File: src/rtl/vreg_burst_arbiter.sv
// Burst scheduler for one vector register bank: round-robin lane arbitration,
// then per-beat address/strobe/last generation for the winner's whole burst.
module vreg_burst_arbiter #(
    parameter int unsigned NUM_PORT = 4,
    parameter int unsigned ADDR_W   = 6,
    parameter int unsigned LEN_W    = 7
) (
    input  logic                        clk,
    input  logic                        reset,
    input  logic [NUM_PORT-1:0]         req_vld,
    input  logic [NUM_PORT*LEN_W-1:0]   req_len,
    input  logic [NUM_PORT*ADDR_W-1:0]  req_addr,
    input  logic [NUM_PORT-1:0]         req_write,
    input  logic                        stall,
    output logic [NUM_PORT-1:0]         grant,
    output logic [$clog2(NUM_PORT)-1:0] grant_id,
    output logic                        beat_vld,
    output logic [ADDR_W-1:0]           beat_addr,
    output logic                        beat_write,
    output logic                        beat_last,
    output logic [NUM_PORT-1:0]         done,
    output logic                        busy
);

    localparam int unsigned ID_W = $clog2(NUM_PORT);

    typedef enum logic [1:0] {
        S_IDLE  = 2'd0,
        S_BURST = 2'd1,
        S_DONE  = 2'd2
    } state_t;

    state_t              state;
    state_t              state_nxt;
    logic [ID_W-1:0]     rr_ptr;
    logic [ID_W-1:0]     id_q;
    logic [LEN_W-1:0]    len_q;
    logic [ADDR_W-1:0]   start_q;
    logic                write_q;
    logic [LEN_W-1:0]    beat_cnt;

    logic                win_found;
    logic [ID_W-1:0]     win_id;
    logic [LEN_W-1:0]    win_len;
    logic [ADDR_W-1:0]   win_addr;
    int unsigned         idx;
    logic [NUM_PORT-1:0] owner_oh;
    logic                at_last;

    // First requesting port at or after rr_ptr, searching upward with wrap.
    always_comb begin
        win_found = 1'b0;
        win_id    = '0;
        idx       = 0;
        for (int unsigned i = 0; i < NUM_PORT; i++) begin
            idx = (32'(rr_ptr) + i) % NUM_PORT;
            if (!win_found && req_vld[idx]) begin
                win_found = 1'b1;
                win_id    = ID_W'(idx);
            end
        end
    end

    assign win_len  = req_len[win_id*LEN_W +: LEN_W];
    assign win_addr = req_addr[win_id*ADDR_W +: ADDR_W];
    assign at_last  = (beat_cnt == len_q - LEN_W'(1));

    // Next-state and beat issue decode.
    always_comb begin
        state_nxt = state;
        beat_vld  = 1'b0;
        case (state)
            S_IDLE: begin
                if (win_found) state_nxt = S_BURST;
            end
            S_BURST: begin
                beat_vld = !stall;
                if (!stall && at_last) state_nxt = S_DONE;
            end
            S_DONE: begin
                state_nxt = S_IDLE;
            end
            default: begin
                state_nxt = S_IDLE;
            end
        endcase
    end

    assign owner_oh   = NUM_PORT'(1) << id_q;
    assign busy       = (state != S_IDLE);
    assign grant      = busy ? owner_oh : '0;
    assign grant_id   = busy ? id_q : '0;
    assign done       = (state == S_DONE) ? owner_oh : '0;
    assign beat_addr  = start_q + ADDR_W'(beat_cnt);
    assign beat_write = beat_vld & write_q;
    assign beat_last  = beat_vld & at_last;

    always_ff @(posedge clk) begin
        if (reset) state <= S_IDLE;
        else       state <= state_nxt;
    end

    // Burst context is latched on the grant edge; later request changes are ignored.
    always_ff @(posedge clk) begin
        if (reset) begin
            rr_ptr   <= '0;
            id_q     <= '0;
            len_q    <= '0;
            start_q  <= '0;
            write_q  <= 1'b0;
            beat_cnt <= '0;
        end else if (state == S_IDLE && win_found) begin
            id_q     <= win_id;
            len_q    <= (win_len == '0) ? LEN_W'(1) : win_len;
            start_q  <= win_addr;
            write_q  <= req_write[win_id];
            beat_cnt <= '0;
            rr_ptr   <= (win_id == ID_W'(NUM_PORT - 1)) ? '0 : win_id + ID_W'(1);
        end else if (beat_vld) begin
            beat_cnt <= beat_cnt + LEN_W'(1);
        end
    end

endmodule
File: config.mk
export PLATFORM = sky130hd
export DESIGN_NAME = vreg_burst_arbiter
export DESIGN_NICKNAME = d
export VERILOG_FILES = /design/src/rtl/vreg_burst_arbiter.sv
export SDC_FILE = /design/constraint.sdc
export NUM_CORES = 1
export LEC_CHECK = 0
export ABC_AREA = 1
export CELL_PAD_IN_SITES_DETAIL_PLACEMENT = 0
export CELL_PAD_IN_SITES_GLOBAL_PLACEMENT = 1
export CORE_ASPECT_RATIO = 1.2
export CORE_MARGIN = 5
export CORE_UTILIZATION = 33
export CTS_CLUSTER_SIZE = 10
export DETAILED_ROUTE_END_ITERATION = 16
export GPL_TIMING_DRIVEN = 1
export PLACE_DENSITY = 0.88
export SLEW_MARGIN = 40
export SYNTH_ARGS = -nofsm -noshare
export SYNTH_HDL_FRONTEND = slang
export SYNTH_SLANG_ARGS = --single-unit
File: constraint.sdc
create_clock -name clk -period 5.7 [get_ports clk]
set_clock_uncertainty 0.2 [all_clocks]
set_input_delay 1.425 -clock clk [delete_from_list [all_inputs] [get_ports clk]]
set_output_delay 1.425 -clock clk [all_outputs]
set_load 0.01 [all_outputs]
== After elaboration in Yosys (flattened, before gate mapping) ==
Cells that the tools add are included.

* Register bits: 27
* Input bits: 63
* Output and inout port bits: 20
* Logic and storage cells: 73

* Add/subtract/negate cells: 7
* $mul: 2
* Order comparisons: 5
* Equal/unequal tests: 6
* Shift operators: 3
* Mux-type cells: 27
* Bitwise logic cells: 2
* Reduce and logical (&&, ||, !) cells: 14

{| class="wikitable"
|+ Operators with widths
! cell !! number
|-
| 28-bit by 6-bit variable part select with 7-bit output || 1
|-
| 24-bit by 6-bit variable part select with 6-bit output || 1
|-
| 2-bit two-way mux || 8
|-
| 2-bit by 3-bit less-than comparator with 1-bit output, second input constant || 5
|-
| 1-bit binary-select mux with 2-bit select || 5
|-
| 1-bit two-way mux || 10
|-
| 4-bit two-way mux || 2
|-
| 7-bit by 1-bit adder with 7-bit output, second input constant || 1
|-
| 7-bit == test || 1
|-
| 7-bit zero test || 1
|-
| 7-bit two-way mux || 1
|-
| 7-bit by 1-bit subtractor with 7-bit output, second input constant || 1
|-
| 6-bit adder || 1
|-
| 1-bit logical AND || 5
|-
| 2-bit by 3-bit multiplier with 5-bit output, second input constant || 1
|-
| 2-bit by 1-bit adder with 2-bit output, second input constant || 2
|-
| 2-bit adder, second input constant || 2
|-
| 2-bit == test, second input constant || 2
|-
| 1-bit zero test || 4
|-
| 2-bit by 2-bit multiplier with 4-bit output, second input constant || 1
|-
| 2-bit != test, second input constant || 2
|-
| 2-bit case mux with 2 select lines || 1
|-
| 1-bit by 2-bit left shift with 4-bit output, first input constant || 1
|-
| 1-bit bitwise AND || 2
|-
| 5 further kinds || 5
|}

== Longest topological paths before layout ==
Gate-level depths: netlist of the first run.

* Depth in word-level cells: 16
* Depth in mapped cells: 18
* Mapped depth without buffers: 16

== Least setup slack after synthesis of the first run ==
Ideal clock, no wire load.

* Path kind: input to output
* Start point: in stall
* End point: out beat_last
* Data arrival time: 2.264 ns
* Required time: 4.075 ns
* Path slack: 1.811 ns
* Cell stages on the path: 5
* Buffers on the path: 0
* Cell sequence: a21oi_1 -> nand4_1 -> a2111oi_0 -> nand3_1 -> nor2_1

* Word-level cells in the longest chain between the ends: 3

{| class="wikitable"
|+ RTL lines
! item !! line !! text
|-
| from (decl) || 14 || <nowiki>input logic stall,</nowiki>
|-
| 1-bit zero test || 77 || <nowiki>beat_vld = !stall;</nowiki>
|-
| 1-bit two-way mux || 72 || <nowiki>case (state)</nowiki>
|-
| 1-bit bitwise AND || 96 || <nowiki>assign beat_last = beat_vld & at_last;</nowiki>
|-
| to (decl) || 20 || <nowiki>output logic beat_last,</nowiki>
|}

No other way between the ends.

== Worst setup path after layout of the first run ==
Ends and elaborated chain as after synthesis.

==> qor.txt, run 1 <==
worst path arrival time - 3.29 ns
largest net degree at the start of global routing - 45
status - finished, final reports clean
Initial DRT Pass Iterations - 4
Final Hold Fails - 0
Worst Max-Slew Pin Slew - 0.5318 ns
Tcrit/Tclk final - 0.8622
Final Net Count - 500
# rows - 33
Resize count post-CTS - 0
Synth cell types - 38
GPL Wtd Cong - 0.8100
n_diodes - 0
Total Power - 1.602 mW
postcts setup bufs - 0
die width - 86.56 um
TNS Setup - 0 ns
first-pass GRT wire length - 11180 um
min-delay worst type - flop to flop
CTS tree - yes
Mean Syn Cell Area - 6.538 um2
most frequent cells in the layout - 84 x nand2_1, 82 x clkdlybuf4s50_1, 49 x inv_1, 27 x dfxtp_1, 24 x nand3_1
ratio of cells with drive above 1 in the final layout - 0.07243
DR vias/cell - 4.917
area grow syn2layout - 38.01%
Leakage - 1.374 nW
Synth Net Count - 426
worst ir drop on vdd - 0.2389 mV
htree depth - 1
Total GRT Usage - 0.1555
synth warn - 0
PortBufs - 82
CP Max Fanout - 3
die height - 101.9 um
Num Clock Sinks - 27
die area - 8817 um2
Post-Syn Instances - 355
antenna-violating nets left - 0
total CTS buffers - 3
hold depth - 2
total gr overflow - 0
Reg clk slew, reported paths - 0.10 ns
dpl cells - 511
initial cell density of the core - 0.3386
non-filler cells, final - 515
register area share after synthesis - 0.2329
initial antenna violation count - 0
RSZ-0062 raised after global routing - no
hold-fix buffers at CTS - 0
worst skew pair latency - 0.28 ns
detailed placement HPWL - 5406 um
Yosys reg bits - 27
I/O pin count - 83
CP endpoint kind - output port
fmax - 203.5 MHz
PD cells - 500.3 nW/um2
Cell Area, Synth - 2321 um2
first-iteration detailed-routing DRC count - 110
fin crit period - 4.914 ns
final WL - 6618 um
most common cell after layout, fill and taps aside - nand2_1
Worst Path Required - 4.07 ns
max-slew violations - 0
clk buf depth - 2
drt drc - 0
FF-to-FF path depth - 12
max cap viols - 0
via count - 2532
core outline area - 6854 um2
Rel. slew slack - 0.6442
Final setup violation count - 0
Clock Root Buffer - clkbuf_8
wire per inst - 12.85 um
vias in the first global route - 2522
critical path class - input pin to output port
Critical Path Start Type - input pin
critical path, stage by stage:
cell and delay [ns]:
clkdlybuf4s50_1 0.42, a21oi_1 0.12, nand4_1 0.08, a2111oi_0 0.39
nand3_1 0.20, nor2_1 0.12, clkdlybuf4s50_1 0.54
metrics by stage:
step / util / hold WS [ns] / instance area (um2) / worst slack [ns]
detailed placement: 0.4600 / 0.2976 / 3153 / 0.7746
floorplan: - / 0.2504 / 2321 / 1.811
finish: 0.4673 / 0.3083 / 3203 / 0.7857
global placement: 0.4600 / 0.2928 / 3153 / 0.8370
global route: 0.4673 / 0.3773 / 3203 / 0.6903
CTS: 0.4673 / 0.3119 / 3203 / 0.7733
layout make-up:
class                           instances  area (um2)
Clock inverter                          1       8.758
Fill cell                             737        3651
Sequential cell                        27       540.5
Tap cell                               87       108.9
Clock buffer                            3       41.29
Inverter                               53       209.0
Multi-Input combinational cell        262        1474
Timing Repair Buffer                   82       820.8
where the power goes:
part	switching, mW	internal [mW]	leakage (nW)
registers	0.0524	0.244	0.222
logic	0.763	0.428	1.13
clock network	0.0634	0.0513	0.0261
cell families (layout without fill, tap and decap cells):
logic type               after synthesis  count (layout)  synth area share
AO/OA/AOI/OAI                         59              59            0.1499
XOR/XNOR                              16              16           0.06038
adder cells (fa/ha/maj)                8               8           0.04636
buffers and inverters                 66             139            0.1321
flip-flops                            27              27            0.2329
AND/OR/NAND/NOR                      179             179            0.3784
layer usage:
| metal | global-route usage | up-vias | share of wire | routed length [um] |
|---|---|---|---|---|
| li1 | - | 1321 | - | - |
| met1 | 0.1676 | 1129 | 0.39 | 2568 |
| met2 | 0.3074 | 72 | 0.54 | 3583 |
| met3 | 0.02661 | 10 | 0.053 | 352 |
| met4 | 0.04077 | 0 | 0.017 | 114 |
| met5 | 0 | - | 0 | 0 |
path summary, 6_finish.rpt:
| path | slack, ns | endpoint | from |
|---|---|---|---|
| hold / removal | 0.31 | write_q$_SDFFE_PP0P_ | write_q$_SDFFE_PP0P_ |
| hold reg to reg | 0.31 | write_q$_SDFFE_PP0P_ | write_q$_SDFFE_PP0P_ |
| setup reg to reg | 2.91 | len_q[0]$_SDFFE_PP0P_ | rr_ptr[0]$_SDFFE_PP0P_ |
| setup / recovery | 0.79 | beat_last | stall |
Yosys cell counts:
library cell  number  area share
inv_8              1      0.0049
nand2_2            6       0.016
xnor2_1            3       0.011
inv_1             49       0.079
a2111oi_0          1      0.0038
nand4_1           15       0.040
or2_2              1      0.0027
nor2_4             1      0.0049
xor2_1            13       0.049
nand3_1           24       0.052
o211ai_2           1      0.0054
o22ai_1            7       0.019
buf_8              1      0.0065
buf_2              6       0.013
o21ai_0           16       0.035
dfxtp_1           27        0.23
a21oi_1           13       0.028
ha_1               7       0.038
o21ai_1            5       0.011
o21a_1             1      0.0032
a31oi_1            7       0.019
inv_4              1      0.0027
nand2_1           84        0.14
a211oi_1           1      0.0032
o211ai_1           6       0.019
nor4_1             1      0.0027
nor2_1            23       0.037
nand3_2            6       0.026
fa_1               1      0.0086
inv_2              2      0.0032
nand2_4            4       0.019
nand3_4            2       0.015
buf_1              1      0.0016
a21oi_2            1      0.0038
buf_4              2      0.0065
nor3_1            11       0.024
buf_6              3       0.015
nor2_2             1      0.0027
flip-flops by register name (all words and copies together), names as in the netlist:
register  flops
beat_cnt      7
len_q         7
state         2
id_q          2
rr_ptr        2
write_q       1
start_q       6
Note: power is estimated with default switching activity, not from simulation.
==> run 2, diff against run 1 <==
GPL_TIMING_DRIVEN = not set   (was 1)
==> results of run 2 <==
Final layout, timing and power as in run 1 (identical DEF).
==> run 3, diff against run 2 <==
SKIP_CTS_REPAIR_TIMING = 1   (was not set)
==> results of run 3 <==
Final layout, timing and power as in run 1 (identical DEF).
